--- config.mk ---
export PLATFORM = sky130hd
export DESIGN_NAME = drum_acc
export DESIGN_NICKNAME = d
export VERILOG_FILES = /design/src/rtl/drum_pkg.sv /design/src/rtl/drum_oc2tc.sv /design/src/rtl/drum_acc.sv
export SDC_FILE = /design/constraint.sdc
export NUM_CORES = 1
export LEC_CHECK = 0
export BUFFER_PORTS_ARGS = -buffer_cell sky130_fd_sc_hd__buf_2
export CAP_MARGIN = 20
export CELL_PAD_IN_SITES_DETAIL_PLACEMENT = 0
export CELL_PAD_IN_SITES_GLOBAL_PLACEMENT = 1
export CORE_MARGIN = 4
export CORE_UTILIZATION = 48
export DETAILED_ROUTE_END_ITERATION = 16
export GPL_TIMING_DRIVEN = 0
export PLACE_DENSITY = 0.88
export SYNTH_ARGS = -nofsm -noshare
export SYNTH_HDL_FRONTEND = slang
export SYNTH_SLANG_ARGS = --single-unit
--- constraint.sdc ---
create_clock -name clk -period 4.15 [get_ports clk]
set_clock_uncertainty 0.05 [all_clocks]
set_input_delay 1.245 -clock clk [delete_from_list [all_inputs] [get_ports clk]]
set_output_delay 1.245 -clock clk [all_outputs]
set_load 0.01 [all_outputs]
--- src/rtl/drum_pkg.sv ---
// Shared constants for the DRUM product accumulator: default widths and the
// two's-complement saturation limits of an AW-bit accumulator.
package drum_pkg;

    localparam int unsigned DRUM_PW = 8;
    localparam int unsigned DRUM_AW = 16;
    localparam int unsigned DRUM_CW = 8;

    function automatic longint sat_hi(input int unsigned aw);
        return (longint'(1) << (aw - 1)) - 1;
    endfunction

    function automatic longint sat_lo(input int unsigned aw);
        return -(longint'(1) << (aw - 1));
    endfunction

endpackage

--- src/rtl/drum_oc2tc.sv ---
// Ones'-complement product to two's-complement value, sign-extended to AW+1 bits.
// Negative -0 (all ones) lands on 0 because the +1 carries out of the field.
module drum_oc2tc
    import drum_pkg::*;
#(
    parameter int unsigned PW = DRUM_PW,
    parameter int unsigned AW = DRUM_AW
) (
    input  logic [PW-1:0] prod,
    output logic [AW:0]   val
);

    always_comb begin
        val = {{(AW + 1 - PW){prod[PW-1]}}, prod} + (AW + 1)'(prod[PW-1]);
    end

endmodule

--- src/rtl/drum_acc.sv ---
// Two-stage saturating frame accumulator for DRUM ones'-complement products:
// stage 1 converts and registers the beat, stage 2 sums it into the frame.
module drum_acc
    import drum_pkg::*;
#(
    parameter int unsigned PW = DRUM_PW,
    parameter int unsigned AW = DRUM_AW,
    parameter int unsigned CW = DRUM_CW
) (
    input  logic          clk,
    input  logic          rst,
    input  logic          in_valid,
    output logic          in_ready,
    input  logic [PW-1:0] in_prod,
    input  logic          in_last,
    output logic          out_valid,
    input  logic          out_ready,
    output logic [AW-1:0] out_acc,
    output logic [CW-1:0] out_cnt,
    output logic          out_sat
);

    localparam logic signed [AW:0]   ACC_HI  = (AW + 1)'(sat_hi(AW));
    localparam logic signed [AW:0]   ACC_LO  = (AW + 1)'(sat_lo(AW));
    localparam logic        [CW-1:0] CNT_MAX = '1;

    logic               s1_valid;
    logic               s1_last;
    logic signed [AW:0] s1_val;
    logic        [AW:0] conv_val;

    logic [AW-1:0] acc;
    logic [CW-1:0] cnt;
    logic          sat;

    logic               accept;
    logic               advance;
    logic               clamp_hit;
    logic signed [AW:0] sum;
    logic [AW-1:0]      acc_nxt;
    logic [CW-1:0]      cnt_nxt;

    drum_oc2tc #(.PW(PW), .AW(AW)) u_oc2tc (
        .prod (in_prod),
        .val  (conv_val)
    );

    // Only a last beat can collide with an unconsumed result; other beats always drain.
    always_comb begin
        advance   = s1_valid & ~(s1_last & out_valid & ~out_ready);
        in_ready  = ~s1_valid | advance;
        accept    = in_valid & in_ready;
        sum       = {acc[AW-1], acc} + s1_val;
        clamp_hit = 1'b0;
        acc_nxt   = sum[AW-1:0];
        if (sum > ACC_HI) begin
            acc_nxt   = ACC_HI[AW-1:0];
            clamp_hit = 1'b1;
        end else if (sum < ACC_LO) begin
            acc_nxt   = ACC_LO[AW-1:0];
            clamp_hit = 1'b1;
        end
        cnt_nxt = (cnt == CNT_MAX) ? cnt : cnt + CW'(1);
    end

    always_ff @(posedge clk) begin
        if (rst) begin
            s1_valid  <= 1'b0;
            s1_last   <= 1'b0;
            s1_val    <= '0;
            acc       <= '0;
            cnt       <= '0;
            sat       <= 1'b0;
            out_valid <= 1'b0;
            out_acc   <= '0;
            out_cnt   <= '0;
            out_sat   <= 1'b0;
        end else begin
            if (accept) begin
                s1_valid <= 1'b1;
                s1_last  <= in_last;
                s1_val   <= conv_val;
            end else if (advance) begin
                s1_valid <= 1'b0;
            end

            if (out_valid && out_ready) begin
                out_valid <= 1'b0;
            end

            // A last beat advancing in the consume cycle reloads the port, keeping out_valid high.
            if (advance) begin
                if (s1_last) begin
                    out_valid <= 1'b1;
                    out_acc   <= acc_nxt;
                    out_cnt   <= cnt_nxt;
                    out_sat   <= sat | clamp_hit;
                    acc       <= '0;
                    cnt       <= '0;
                    sat       <= 1'b0;
                end else begin
                    acc <= acc_nxt;
                    cnt <= cnt_nxt;
                    sat <= sat | clamp_hit;
                end
            end
        end
    end

endmodule

# Yosys cells after proc, flatten, opt, wreduce, memory -nomap -nowiden
# Cells that the tools add are included.
# totals
output_inout_bits	27
wordCells	41
reg_bits	70
inputBits	13
# classes
magnitude_cmp	2
eq_ne	1
addsub	3
reduce_logical	3
muxes	13
n_bitwise	9
# op_table
operator	count
$mux 16	3
$add 17x17->17	1
$gt 17x16->1 const B	1
$lt 17x16->1 const B	1
$mux 8	2
$add 8x2->9	1
$add 8x1->8 const B	1
$eq 8x8->1 const B	1
$mux 1	8
$and 1x1->1	4
$not 1->1	3
$or 1x1->1	2
$reduce_and 2->1	1
$reduce_bool 2->1	1
$logic_and 1x1->1	1

# Longest topological paths before layout
# Gate-level depths: netlist of run 1.
# depth
depth_word	7
ltp_mapped	11
depth_no_buf	10

# By module
# Synthesis of run 1 repeated with hierarchy kept, for this count alone.
# hier_totals
hier_cells	476
hier_area_um2	3803.6
# modules_own_cells
mod	n_inst	area_per_inst_um2	cells_each	seq_area_each_um2
drum_acc	1	3604.7	450	1401.3
drum_oc2tc	1	198.9	26	0.0

# Worst setup path before layout of run 1
# OpenSTA, ideal clock, no wires.
# synth_timing
kind	in2reg
from	in out_ready
to	reg acc[12]
path_buffers	3
setup_time_ns	0.073
path_slack_ns	1.278
path_stages	10
arrival_ns	2.749
t_required_ns	4.027
cell_sequence	nor2b_2 nand2_1 and2_1 clkbuf_1 a21oi_1 clkbuf_8 nand2_1 or2_1 buf_6 o211ai_2
# synth_between
elab_chain_cells	4
# synth_rtl
item	line_no	rtl
start, declared	drum_acc.sv:17	input logic out_ready,
$not 1->1	drum_acc.sv:50	advance = s1_valid & ~(s1_last & out_valid & ~out_ready);
$and 1x1->1	drum_acc.sv:50	
$not 1->1	drum_acc.sv:50	
$and 1x1->1	drum_acc.sv:50	
end signal, assigned	drum_acc.sv:102	acc <= acc_nxt;
end, declared	drum_acc.sv:32	logic [AW-1:0] acc;
# Every way passes these cells.
# A chain may end at the register's enable or synchronous reset.

# Worst setup path in the final report of run 1
# layout_timing
from	in out_ready
to	out in_ready
# layout_between
elab_chain_cells	5
# layout_rtl
item	line_no	rtl
$not 1->1	drum_acc.sv:50	
$and 1x1->1	drum_acc.sv:50	
$not 1->1	drum_acc.sv:50	
$and 1x1->1	drum_acc.sv:50	
$or 1x1->1	drum_acc.sv:51	in_ready = ~s1_valid | advance;
end, declared	drum_acc.sv:13	output logic in_ready,
# Every way passes these cells.

==> impl_metrics.tcl, run 1 <==
set metrics [dict create \
    tightest_slew_ps 676.2 \
    synthArstFlopShare_pct 0 \
    cts_hold_buf 0 \
    synth.cell_area_sq_um 3452 \
    worst_ir_drop_vdd_mv 0.1943 \
    ys_ff_latch 62 \
    yosysWarnings 0 \
    dieArea_sq_um 8613 \
    gp_congestion 0.9742 \
    setup_slack_ps 993.4 \
    slew-limit-headroom_pct 54.71 \
    switchingPower_uw 402.4 \
    yosysSeqAreaShare_pct 35.96 \
    cts-htree-levels 3 \
    finalSetupViolCount 0 \
    crit_type "input port to output port" \
    num_antenna_cells 0 \
    drc_errors 0 \
    grt_pass1_vias 2795 \
    dp_hpwl_um 6102 \
    fin_tns_setup_ps 0 \
    hold_class "flop to flop" \
    synth_nets 428 \
    ys_types 60 \
    comb_power_share_pct 17.5 \
    period_share_pct 76.06 \
    cts_resized 0 \
    clock_path_buffers 2 \
    cp-start-kind "input port" \
    seqPwrFrac_pct 46.2 \
    grt_overflow 0 \
    layout_commonest_cell "dfxtp_1" \
    synth_edf_count 0 \
    drv_cap 0 \
    cp.required_ps 2850 \
    postCtsSetupBuffers 0 \
    final_cell_mix "dfxtp_1 (62), nand2_1 (45), buf_2 (41), nor2_1 (39), a21oi_1 (28)" \
    die_x_um 92.81 \
    grt_pass1_wl_um 13530 \
    cts_root_buffer "clkbuf_8" \
    maxSlewViolCount 0 \
    period_minus_slack_ps 3157 \
    fin_nets 477 \
    io_buffer_count 38 \
    gr-usage-all-layers_pct 19.77 \
    synthFlopType "dfxtp_1" \
    crit_fanout 4 \
    wl_per_cell_um 14.71 \
    area_delta_synth_final_pct 14.28 \
    crit_arrival_ps 1860 \
    instances_no_fill 545 \
    avgSynthCellArea_sq_um 8.739 \
    core_area_sq_um 6907 \
    vias 3048 \
    start_util_pct 49.98 \
    drive_gt1_share_pct 18.49 \
    routed_via_density 5.593 \
    powerDensity_nw_per_um2 355.3 \
    placed_cells 529 \
    cts_buffers 9 \
    cts_tree "done" \
    antenna_found_initial 0 \
    placed_area_sq_um 3762 \
    p_int_uw 999.1 \
    drt-total-wl_um 8018 \
    worstSetupEndpointType "output port" \
    drtIter0Drc 111 \
    place_ws_ps 870.6 \
    clk_latency_ps 340 \
    final_area_sq_um 3945 \
    path_clk_slew_ps 70 \
    p_clk_share_pct 36.3 \
    max_freq_mhz 316.8 \
    swShare_pct 28.71 \
    hold_viol 0 \
    grt_max_degree 11 \
    cts.sinks 62 \
    die_h_um 92.81 \
    io_pins 40 \
    outcome "finished, final reports clean" \
    rows 30 \
    rsz0062_at_grt "no" \
    drtAntennaViolNets 0 \
    drt_first_pass_iters 4 \
    leakagePower_uw 0.001700 \
    syn_inst 395 \
]
## cells in the mapped netlist (2+ instances only)
cell | instances | area share, %
nand3_1 | 12 | 1.7
nor2_1 | 39 | 4.2
a31oi_1 | 4 | 0.72
and2b_2 | 2 | 0.51
a21oi_1 | 28 | 4.1
o211ai_1 | 13 | 2.8
and2_1 | 7 | 1.3
mux2i_1 | 4 | 1.2
a311oi_1 | 2 | 0.51
o211ai_2 | 10 | 3.6
nand2b_1 | 5 | 0.91
a221o_1 | 12 | 3.5
nor3b_1 | 2 | 0.43
ha_1 | 19 | 6.9
nor3_1 | 5 | 0.72
o21ai_0 | 16 | 2.3
a211oi_1 | 11 | 2.4
a22oi_1 | 2 | 0.43
nor2b_1 | 3 | 0.54
xor2_1 | 11 | 2.8
inv_1 | 9 | 0.98
a2bb2oi_1 | 2 | 0.51
a21o_1 | 6 | 1.3
nor4_1 | 2 | 0.36
nand2_1 | 45 | 4.9
nand3b_1 | 2 | 0.43
buf_6 | 2 | 0.65
xnor2_1 | 9 | 2.3
a21oi_2 | 2 | 0.51
clkbuf_1 | 10 | 1.1
buf_2 | 3 | 0.43
nand4_1 | 4 | 0.72
dfxtp_1 | 62 | 36
and3_1 | 4 | 0.72
## final timing paths
path,startpoint,end,slack [ps],depth (start not counted)
max reg2reg,s1_val[0],out_acc[9],1120,10
min,out_cnt[6],out_cnt[6],390,2
min reg2reg,out_cnt[6],out_cnt[6],390,2
max,out_ready,in_ready,990,4
## area by class of cell
cell class	count	area [sq um]
Buffer	17	97.59
Clock buffer	12	135.1
Clock inverter	4	47.55
Fill cell	672	2962
Inverter	10	37.54
Multi-Input combinational cell	306	2076
Sequential cell	62	1241
Tap cell	96	120.1
Timing Repair Buffer	38	190.2
## logic make-up after synthesis
family | synth area share, %
AND/OR/NAND/NOR | 19.79
buffers and inverters | 3.914
AO/OA/AOI/OAI | 25.88
adder cells (fa/ha/maj) | 7.467
XOR/XNOR | 5.074
multiplexers | 1.921
flip-flops | 35.96
## state kept, by name, indices dropped and copies added (netlist names)
name       cells
acc           16
out_acc       16
s1_val         9
cnt            8
out_cnt        8
out_sat        1
out_valid      1
s1_last        1
s1_valid       1
sat            1
## critical path, cell delays in order
cell and delay [ps]:
buf_2 100, nor2b_2 170, nand3_1 150, buf_2 190
## metrics by stage
step                util, %  hold slack, ps  power (uW)
global route          57.12           419.1        1473
floorplan                 -           379.2       840.3
global placement      54.47           381.7       898.6
finish                57.12           391.1        1402
detailed placement    54.47           389.8       904.6
CTS                   57.12           399.4        1413
## per-layer routing
layer | GRT usage (%) | vias up | part of all wire, %
met3 | 4.224 | 14 | 4.8
met1 | 26.97 | 1420 | 49
met5 | 0 | - | 0
li1 | - | 1540 | -
met4 | 8.913 | 0 | 2.4
met2 | 29.81 | 74 | 44
## power groups by stage
stage	Sequential (uW)	Combinational [uW]	Clock (uW)
floorplan	657	183	0
global placement	660	239	0
detailed placement	660	244	0
CTS	647	246	520
global route	651	274	548
finish	647	245	509
No activity file was read; power rests on OpenSTA's default activity.
==> run 2: changes to the inputs <==
--- a/config.mk
+++ b/config.mk
@@ -10,10 +10,10 @@
 export CELL_PAD_IN_SITES_DETAIL_PLACEMENT = 0
 export CELL_PAD_IN_SITES_GLOBAL_PLACEMENT = 1
 export CORE_MARGIN = 4
-export CORE_UTILIZATION = 48
+export CORE_UTILIZATION = 40
 export DETAILED_ROUTE_END_ITERATION = 16
 export GPL_TIMING_DRIVEN = 0
-export PLACE_DENSITY = 0.88
+export PLACE_DENSITY = 0.79
 export SYNTH_ARGS = -nofsm -noshare
 export SYNTH_HDL_FRONTEND = slang
 export SYNTH_SLANG_ARGS = --single-unit
==> constraint.sdc (replaced) <==
create_clock -name clk -period 2.7 [get_ports clk]
set_clock_uncertainty 0.05 [all_clocks]
set_input_delay 0.81 -clock clk [delete_from_list [all_inputs] [get_ports clk]]
set_output_delay 0.81 -clock clk [all_outputs]
set_load 0.01 [all_outputs]
==> impl_metrics.tcl, run 2 (synthesized netlist as in run 1, its figures left out) <==
set metrics [dict create \
    layout_commonest_cell "dfxtp_1" \
    area_delta_synth_final_pct 21.28 \
    drive_gt1_share_pct 24.78 \
    clk_latency_ps 340 \
    crit_fanout 8 \
    routed_via_density 5.430 \
    rr_worst_depth 11 \
    hold_viol 0 \
    power_uw 2359 \
    holdPathStages 2 \
    maxSlewViolCount 0 \
    grt_max_degree 12 \
    cts_tree "done" \
    fin_nets 484 \
    drt-total-wl_um 8505 \
    final_area_sq_um 4187 \
    met2_usage_pct 27.80 \
    ff2ff_setup_slack_ps 100 \
    cp-start-kind "flop" \
    cp.required_ps 2920 \
    period_share_pct 96.42 \
    crit_arrival_ps 2820 \
    drt_first_pass_iters 4 \
    nFillCells 775 \
    grt_overflow 0 \
    cts_buffers 9 \
    drtIter0Drc 116 \
    worst_ir_drop_vdd_mv 0.2143 \
    drtAntennaViolNets 0 \
    cts.sinks 62 \
    powerDensity_nw_per_um2 563.5 \
    drc_errors 0 \
    leakagePower_uw 0.001766 \
    clock_path_buffers 2 \
    cts_hold_buf 0 \
    outcome "finished, final reports clean" \
    cts_root_buffer "clkbuf_8" \
    finalSetupViolCount 0 \
    met3_usage_pct 2.837 \
    die_h_um 100.9 \
    grt-busiest-layer "met2" \
    period_minus_slack_ps 2603 \
    worstSetupEndpointType "flop" \
    crit_type "flop to flop" \
    slew-limit-headroom_pct 54.71 \
    grt_pass1_wl_um 14120 \
    final_cell_mix "dfxtp_1 (59), nand2_1 (45), buf_2 (41), nor2_1 (37), a21oi_1 (24)" \
    path_clk_slew_ps 70 \
    core_area_sq_um 8299 \
    tightest_slew_ps 676.2 \
    start_util_pct 41.60 \
    vias 3046 \
    grt_pass1_vias 2890 \
    dp_hpwl_um 6312 \
    dieArea_sq_um 10180 \
    rsz0062_at_grt "yes" \
    wl_per_cell_um 15.16 \
    top_regs "acc: 16 flops, out_acc: 16 flops, s1_val: 9 flops" \
    max_freq_mhz 384.1 \
    gp_congestion 0.8553 \
    placed_area_sq_um 3774 \
    cts-htree-levels 3 \
    gr-usage-all-layers_pct 17.41 \
    die_x_um 100.9 \
    rows 33 \
    io_buffer_count 38 \
    fin_tns_setup_ps 0 \
    grtUsageMet1_pct 23.73 \
    hold_class "flop to flop" \
    antenna_found_initial 0 \
    drv_cap 0 \
    io_pins 40 \
    num_antenna_cells 0 \
]
## run 2: path summary, 6_finish.rpt
| kind | startpoint | to |
|---|---|---|
| max | acc[0] | acc[5] |
| min | out_cnt[6] | out_cnt[6] |
| max reg2reg | acc[0] | acc[5] |
| min reg2reg | out_cnt[6] | out_cnt[6] |
## run 2: stage by stage
stage	std cells	worst slack [ps]	hold WS [ps]	util (%)
global placement	538	-221.4	382.1	45.47
finish	561	96.53	392.8	50.44
CTS	555	27.16	392.6	48.86
floorplan	395	209.6	379.2	-
global route	561	-34.07	414.1	50.44
detailed placement	538	-308.4	382.4	45.47
## run 2: metal layers
layer	routed length [um]	part of all wire [%]	vias to the layer above
li1	-	-	1559
met1	4186	49	1415
met2	3822	45	63
met3	393	4.6	9
met4	102	1.2	0
met5	0	0	-
## run 2: timing repair
item | in CTS | in global routing
pin swaps | 2 | 12
setup endpoints to repair | 32 | 31
resized for setup | 11 | 17
buffers inserted | 1 | 6
## run 2: critical path, stage by stage (launching register included)
cell and delay [ps]:
dfxtp_2 360, ha_4 160, inv_1 50, fa_2 340, nand2b_1 160, a21o_1 250, a21oi_4 190, a21boi_4 110
mux2_4 300, or2_1 250, buf_6 160, o211ai_2 150
## run 2: cell type report
class,instances,area (sq um),area share (%)
Multi-Input combinational cell,306,2185,52.18
Inverter,10,37.54,0.8966
Tap cell,105,131.4,3.138
Buffer,17,97.59,2.331
Clock inverter,5,81.33,1.943
Sequential cell,62,1247,29.80
Timing Repair Buffer,45,255.2,6.097
Clock buffer,11,151.4,3.616
## run 2: where the power goes
| group | switching [uW] | internal [uW] | total (uW) | leakage [uW] |
|---|---|---|---|---|
| combinational | 243 | 168 | 412 | 0.00114 |
| sequential | 33.7 | 962 | 996 | 0.000506 |
| clock | 381 | 570 | 951 | 0.000116 |
| total | 658 | 1700 | 2360 | 0.00177 |
